==> src/rtl/data_cache_controller_if.sv <==
// Bus bundle between the pipeline memory stage, the data cache and main
// data memory, as seen by data_cache_controller.
//   slave  : controller side (takes requests, drives stall/cache/memory)
//   master : environment side (pipeline + cache + memory models)
// Signals:
//   reqValid/reqWrite/reqAddress/reqWriteData : pipeline request
//   stall                                      : pipeline freeze
//   cacheHit, cacheAddress, cacheWriteData,
//   cacheWriteFromMemory, cacheWriteEnable     : cache port
//   memReq, memWrite, memAddress, memWriteData,
//   memReadData, memAck                        : memory port
interface data_cache_controller_if;
    logic        reqValid;
    logic        reqWrite;
    logic [31:0] reqAddress;
    logic [31:0] reqWriteData;
    logic        stall;
    logic        cacheHit;
    logic [31:0] cacheAddress;
    logic [31:0] cacheWriteData;
    logic        cacheWriteFromMemory;
    logic        cacheWriteEnable;
    logic        memReq;
    logic        memWrite;
    logic [31:0] memAddress;
    logic [31:0] memWriteData;
    logic [31:0] memReadData;
    logic        memAck;

    modport slave (
        input  reqValid, reqWrite, reqAddress, reqWriteData, cacheHit,
               memReadData, memAck,
        output stall, cacheAddress, cacheWriteData, cacheWriteFromMemory,
               cacheWriteEnable, memReq, memWrite, memAddress, memWriteData
    );

    modport master (
        output reqValid, reqWrite, reqAddress, reqWriteData, cacheHit,
               memReadData, memAck,
        input  stall, cacheAddress, cacheWriteData, cacheWriteFromMemory,
               cacheWriteEnable, memReq, memWrite, memAddress, memWriteData
    );
endinterface

==> src/rtl/data_cache_controller.sv <==
// Miss-handling / write-through controller for a direct-mapped data cache.
// A load miss stalls the pipeline, refills the whole block word by word via
// the cache fill port, then replays the access for one cycle so the cache
// hits. Stores are written through to memory and into the cache on a hit
// (no write-allocate).
// Ports:
//   clk   : rising-edge clock
//   reset : asynchronous active-low reset
//   bus   : data_cache_controller_if.slave (pipeline, cache, memory signals)
module data_cache_controller #(
    parameter int WORDS_PER_BLOCK = 16,
    parameter int BLOCK_BITS      = 6
) (
    input logic                   clk,
    input logic                   reset,
    data_cache_controller_if.slave bus
);
    localparam int CNT_W = $clog2(WORDS_PER_BLOCK);
    localparam logic [CNT_W-1:0] LAST_WORD = CNT_W'(WORDS_PER_BLOCK - 1);

    localparam logic [1:0] IDLE   = 2'd0;
    localparam logic [1:0] REFILL = 2'd1;
    localparam logic [1:0] REPLAY = 2'd2;
    localparam logic [1:0] WRITE  = 2'd3;

    logic [1:0]             state_q, state_d;
    logic [CNT_W-1:0]       cnt_q, cnt_d;
    logic [31-BLOCK_BITS:0] base_q, base_d;
    // Set for the single IDLE cycle after a store is acknowledged. The
    // pipeline still presents that store (it was stalled through the ack),
    // so this cycle retires it without stalling instead of reissuing it.
    logic                   wdone_q, wdone_d;
    logic [31:0]            fill_addr;

    assign fill_addr = {base_q, cnt_q, 2'b00};

    always_comb begin
        state_d = state_q;
        cnt_d   = cnt_q;
        base_d  = base_q;
        wdone_d = 1'b0;

        bus.stall                = 1'b1;
        bus.cacheAddress         = bus.reqAddress;
        bus.cacheWriteData       = bus.reqWriteData;
        bus.cacheWriteFromMemory = 1'b0;
        bus.cacheWriteEnable     = 1'b0;
        bus.memReq               = 1'b0;
        bus.memWrite             = 1'b0;
        bus.memAddress           = '0;
        bus.memWriteData         = '0;

        case (state_q)
            IDLE: begin
                bus.stall = 1'b0;
                if (bus.reqValid) begin
                    if (bus.reqWrite) begin
                        if (!wdone_q) begin
                            bus.stall = 1'b1;
                            state_d   = WRITE;
                        end
                    end else if (!bus.cacheHit) begin
                        bus.stall = 1'b1;
                        base_d    = bus.reqAddress[31:BLOCK_BITS];
                        cnt_d     = '0;
                        state_d   = REFILL;
                    end
                end
            end
            REFILL: begin
                bus.memReq               = 1'b1;
                bus.memAddress           = fill_addr;
                bus.cacheAddress         = fill_addr;
                bus.cacheWriteData       = bus.memReadData;
                bus.cacheWriteFromMemory = bus.memAck;
                if (bus.memAck) begin
                    cnt_d = cnt_q + 1'b1;
                    if (cnt_q == LAST_WORD)
                        state_d = REPLAY;
                end
            end
            REPLAY: begin
                state_d = IDLE;
            end
            WRITE: begin
                bus.memReq           = 1'b1;
                bus.memWrite         = 1'b1;
                bus.memAddress       = {bus.reqAddress[31:2], 2'b00};
                bus.memWriteData     = bus.reqWriteData;
                bus.cacheWriteEnable = bus.memAck;
                if (bus.memAck) begin
                    state_d = IDLE;
                    wdone_d = 1'b1;
                end
            end
            default: state_d = IDLE;
        endcase
    end

    always_ff @(posedge clk or negedge reset) begin
        if (!reset) begin
            state_q <= IDLE;
            cnt_q   <= '0;
            base_q  <= '0;
            wdone_q <= 1'b0;
        end else begin
            state_q <= state_d;
            cnt_q   <= cnt_d;
            base_q  <= base_d;
            wdone_q <= wdone_d;
        end
    end
endmodule

==> src/flat_wrapper.sv <==
// flat-port wrapper written by rule: the top's interface ports become plain ports
module data_cache_controller_flat 
#(
    parameter int WORDS_PER_BLOCK = 16,
    parameter int BLOCK_BITS      = 6
)
  (clk, reset, bus_reqValid, bus_reqWrite, bus_reqAddress, bus_reqWriteData, bus_cacheHit, bus_memReadData, bus_memAck, bus_stall, bus_cacheAddress, bus_cacheWriteData, bus_cacheWriteFromMemory, bus_cacheWriteEnable, bus_memReq, bus_memWrite, bus_memAddress, bus_memWriteData);
  data_cache_controller_if bus_i ();
  input logic clk;
  input logic reset;
  input wire logic [$bits(bus_i.reqValid)-1:0] bus_reqValid;
  input wire logic [$bits(bus_i.reqWrite)-1:0] bus_reqWrite;
  input wire logic [$bits(bus_i.reqAddress)-1:0] bus_reqAddress;
  input wire logic [$bits(bus_i.reqWriteData)-1:0] bus_reqWriteData;
  input wire logic [$bits(bus_i.cacheHit)-1:0] bus_cacheHit;
  input wire logic [$bits(bus_i.memReadData)-1:0] bus_memReadData;
  input wire logic [$bits(bus_i.memAck)-1:0] bus_memAck;
  output wire logic [$bits(bus_i.stall)-1:0] bus_stall;
  output wire logic [$bits(bus_i.cacheAddress)-1:0] bus_cacheAddress;
  output wire logic [$bits(bus_i.cacheWriteData)-1:0] bus_cacheWriteData;
  output wire logic [$bits(bus_i.cacheWriteFromMemory)-1:0] bus_cacheWriteFromMemory;
  output wire logic [$bits(bus_i.cacheWriteEnable)-1:0] bus_cacheWriteEnable;
  output wire logic [$bits(bus_i.memReq)-1:0] bus_memReq;
  output wire logic [$bits(bus_i.memWrite)-1:0] bus_memWrite;
  output wire logic [$bits(bus_i.memAddress)-1:0] bus_memAddress;
  output wire logic [$bits(bus_i.memWriteData)-1:0] bus_memWriteData;
  assign bus_i.reqValid = bus_reqValid;
  assign bus_i.reqWrite = bus_reqWrite;
  assign bus_i.reqAddress = bus_reqAddress;
  assign bus_i.reqWriteData = bus_reqWriteData;
  assign bus_i.cacheHit = bus_cacheHit;
  assign bus_i.memReadData = bus_memReadData;
  assign bus_i.memAck = bus_memAck;
  assign bus_stall = bus_i.stall;
  assign bus_cacheAddress = bus_i.cacheAddress;
  assign bus_cacheWriteData = bus_i.cacheWriteData;
  assign bus_cacheWriteFromMemory = bus_i.cacheWriteFromMemory;
  assign bus_cacheWriteEnable = bus_i.cacheWriteEnable;
  assign bus_memReq = bus_i.memReq;
  assign bus_memWrite = bus_i.memWrite;
  assign bus_memAddress = bus_i.memAddress;
  assign bus_memWriteData = bus_i.memWriteData;
  data_cache_controller #(.WORDS_PER_BLOCK(WORDS_PER_BLOCK), .BLOCK_BITS(BLOCK_BITS)) u_core (.clk(clk), .reset(reset), .bus(bus_i));
endmodule
==> config.mk <==
export PLATFORM = sky130hd
export DESIGN_NAME = data_cache_controller_flat
export DESIGN_NICKNAME = d
export VERILOG_FILES = /design/src/rtl/data_cache_controller_if.sv /design/src/rtl/data_cache_controller.sv /design/src/flat_wrapper.sv
export SDC_FILE = /design/constraint.sdc
export NUM_CORES = 1
export LEC_CHECK = 0
export CAP_MARGIN = 30
export CORE_UTILIZATION = 35
export CTS_CLUSTER_DIAMETER = 200
export DETAILED_ROUTE_END_ITERATION = 6
export PLACE_DENSITY = 0.83
export SYNTH_ARGS = -nofsm -noshare
export SYNTH_HDL_FRONTEND = slang
export SYNTH_SLANG_ARGS = --single-unit
==> constraint.sdc <==
create_clock -name clk -period 2.4 [get_ports clk]
set_input_delay 0.72 -clock clk [delete_from_list [all_inputs] [get_ports clk]]
set_output_delay 0.72 -clock clk [all_outputs]
set_load 0.01 [all_outputs]
==> results.ini <==
[yosys]
yosys_most_used_dff=dfrtp_1
synth_area_leader_cell=dfrtp_1
synth_most_common_cell=mux2_2
synth_area_per_cell_um2=11.1
yosys_warnings=0
yosys.area_share.simple_pct=17.0
synth_xor_area_share_pct=0
yosysUniqueCellTypes=31
ys_async_sr_fraction_pct=100
synth_adder_area_share_pct=0.407
syn_area_um2=3080
synth_top_area_share_pct=26.8
synth_edf_count=0
synth-compound-area-share_pct=2.03
synthMuxAreaShare_pct=46.3
synth_commonest_cells=mux2_2 (62), and3_1 (34), dfrtp_1 (33), nor2b_1 (33), mux2i_1 (32)
synthCells=278
yosysSeqAreaShare_pct=26.8
synth_top_family_by_area=multiplexers
synth.area.top_cells=dfrtp_1 (27%), mux2_2 (23%), mux2_4 (13%), mux2i_1 (10%), and3_1 (6.9%)
yosys_register_bits=33

[sta]
setup_viol=45
hold_viol=0
max_freq_mhz=388
fin_hold_ws_ns=0.538
fin_tns_setup_ns=-3.11
slew_viol_final=0
skew_ns=0.00993
rsz0062_at_grt=yes
finalWorstSetupSlack_ns=-0.175
finalCriticalPeriod_ns=2.58
min_period_over_period_pct=107

[placement]
dp_hpwl_um=7670
post-place-ws_ns=-0.453
gp_congestion=0.799
io_buffers=232

[power]
finalPower_uw=7530
vdd_ir_drop_max_mv=0.662
p_per_area_nw_per_um2=1280
leakagePower_uw=0.00297

[clock_network]
path_clk_slew_ns=0.07
insertion_delay_ns=0.28
clockRootBuffer=clkbuf_8
cts_tree=built
clk_path_buf_depth=2
htree_num_levels=2
cts_num_sinks=33
cts_buffers=5

[setup_path]
crit_path_max_incr_delay_ns=0.40
cp-end-kind=output port
worstSetupPathType=reg2out
crit_chain=nor2b_4 > buf_6 > buf_12 > buf_12 > buf_12 > buf_4 > mux2_4 > buf_6
required_ns=1.68
slowest_stage=dfrtp_2
rr_endpoint=u_core.base_q[0]
r2r_slack_ns=0.78
crit_path_start_kind=flip-flop
cp_common_cell=buf_12
cp_max_fo=7
r2r_cells=6
cp-startpoint=u_core.state_q[0]
cp.arrival_ns=1.86
crit_buf_inv=6
crit_family=buffers and inverters
r2r-start=u_core.state_q[1]

[status]
outcome=finished with violations
violations=negative setup slack

[detailed_routing]
vias_per_cell=4.94
wl_per_cell_um=17.7
antenna_left=0
drt_iter0_markers=54
dr.pass1.iters=4
wl_um=11200
vias=3139
drc_errors=0

[hold_path]
hp-class=reg2reg
worstHoldEndpoint=u_core.base_q[9]
hold_path_depth=1
holdCritStartpoint=u_core.base_q[9]

[floorplanning]
dieArea_um2=9170
initial_core_util_pct=36.7
core_area_um2=8380
rows=33
io_pins=235
die_w_um=95.8
die_y_um=95.8

[grt]
grtUsageTotal_pct=24.4
antenna_found_initial=0
grt_pass1_wl_um=17100
grt_max_degree=43
grt_pass1_vias=3286
gr-total-overflow=0

[finish]
drive_above_1_share_pct=43.8
syn2layout_area_growth_pct=91.7
final_net_count=632
n_antenna_cell=0

[job]
cap_violations=0

[layer usage]
layer	track usage (%)	part of all wire, %	vias up
li1	-	-	1499
met1	29.6	42	1523
met2	44.5	51	107
met3	5.85	6.6	10
met4	3.61	0.85	0
met5	0	0	-
[cells by family after synthesis]
kind of cell               Yosys count
and+or+nand+nor                     83
muxes                              121
DFF                                 33
AOI/OAI and AO/OA                    8
buffers and inverters               31
adders and majority gates            1
other                                1
[per-stage QoR]
step / util (%) / instances / area (um^2)
after floorplan: - / 279 / 3080
after global placement: 65.6 / 602 / 5500
after detailed placement: 65.6 / 602 / 5500
after CTS: 71.8 / 636 / 6010
after global routing: 70.4 / 635 / 5900
final: 70.4 / 635 / 5900
[layout by cell type, fill, tap and decap left out, types with 2 or more instances in the layout]
master	synthesis	routed
dfrtp_1	33	31
nor2_1	2	2
buf_4	6	14
clkbuf_2	0	17
clkdlybuf4s15_2	0	7
dfrtp_2	0	2
mux2_2	62	46
buf_6	5	56
buf_12	2	9
buf_2	4	20
a32o_1	2	2
a31oi_1	2	2
nand2_1	4	4
inv_1	2	2
buf_16	0	4
mux2_4	27	43
clkdlybuf4s50_1	0	91
nor2b_1	33	33
and3_1	34	34
dlymetal6s2s_1	0	3
and2_1	2	2
nand3_1	2	2
conb_1	1	2
dlygate4sd2_1	0	41
mux2i_1	32	32
clkbuf_8	0	6
clkdlybuf4s15_1	0	7
[layout make-up]
| cell class | count | area (um^2) |
|---|---|---|
| Multi-Input combinational cell | 215 | 2090 |
| Sequential cell | 33 | 828 |
| Clock inverter | 1 | 30.0 |
| Timing Repair Buffer | 272 | 2730 |
| Inverter | 2 | 7.51 |
| Clock buffer | 7 | 86.3 |
| Fill cell | 629 | 2480 |
| Tap cell | 105 | 131 |
[worst max-delay path by stage]
stage	slack (ns)	cells after the start	to
CTS	-0.19	8	bus_cacheWriteData[0]
detailed placement	-0.45	5	bus_stall
floorplan	0.43	5	bus_cacheAddress[10]
global route	-0.22	8	bus_cacheWriteData[22]
finish	-0.18	8	bus_cacheWriteData[22]
global placement	-0.42	4	bus_cacheWriteFromMemory
[registers in the layout (all words and copies together), names as in the netlist]
register and flops:
u_core.cnt_q 4, u_core.wdone_q 1, u_core.base_q 26, u_core.state_q 2
[power by group]
| group | leakage (uW) | switching [uW] | internal [uW] | total [uW] |
|---|---|---|---|---|
| Clock | 0.0000585 | 194 | 339 | 533 |
| Combinational | 0.00252 | 2390 | 3530 | 5920 |
| Sequential | 0.000399 | 236 | 840 | 1080 |
[repair_timing]
item / CTS / global route
cloned: 7 / 0
setup buffers: 19 / 2
setup endpoints to repair: 130 / 86
hold buffers: 0 / 0
gates resized for setup: 439 / 42
hold endpoints to repair: 0 / 0
pin swaps: 0 / 0
No activity file was read; power rests on OpenSTA's default activity.
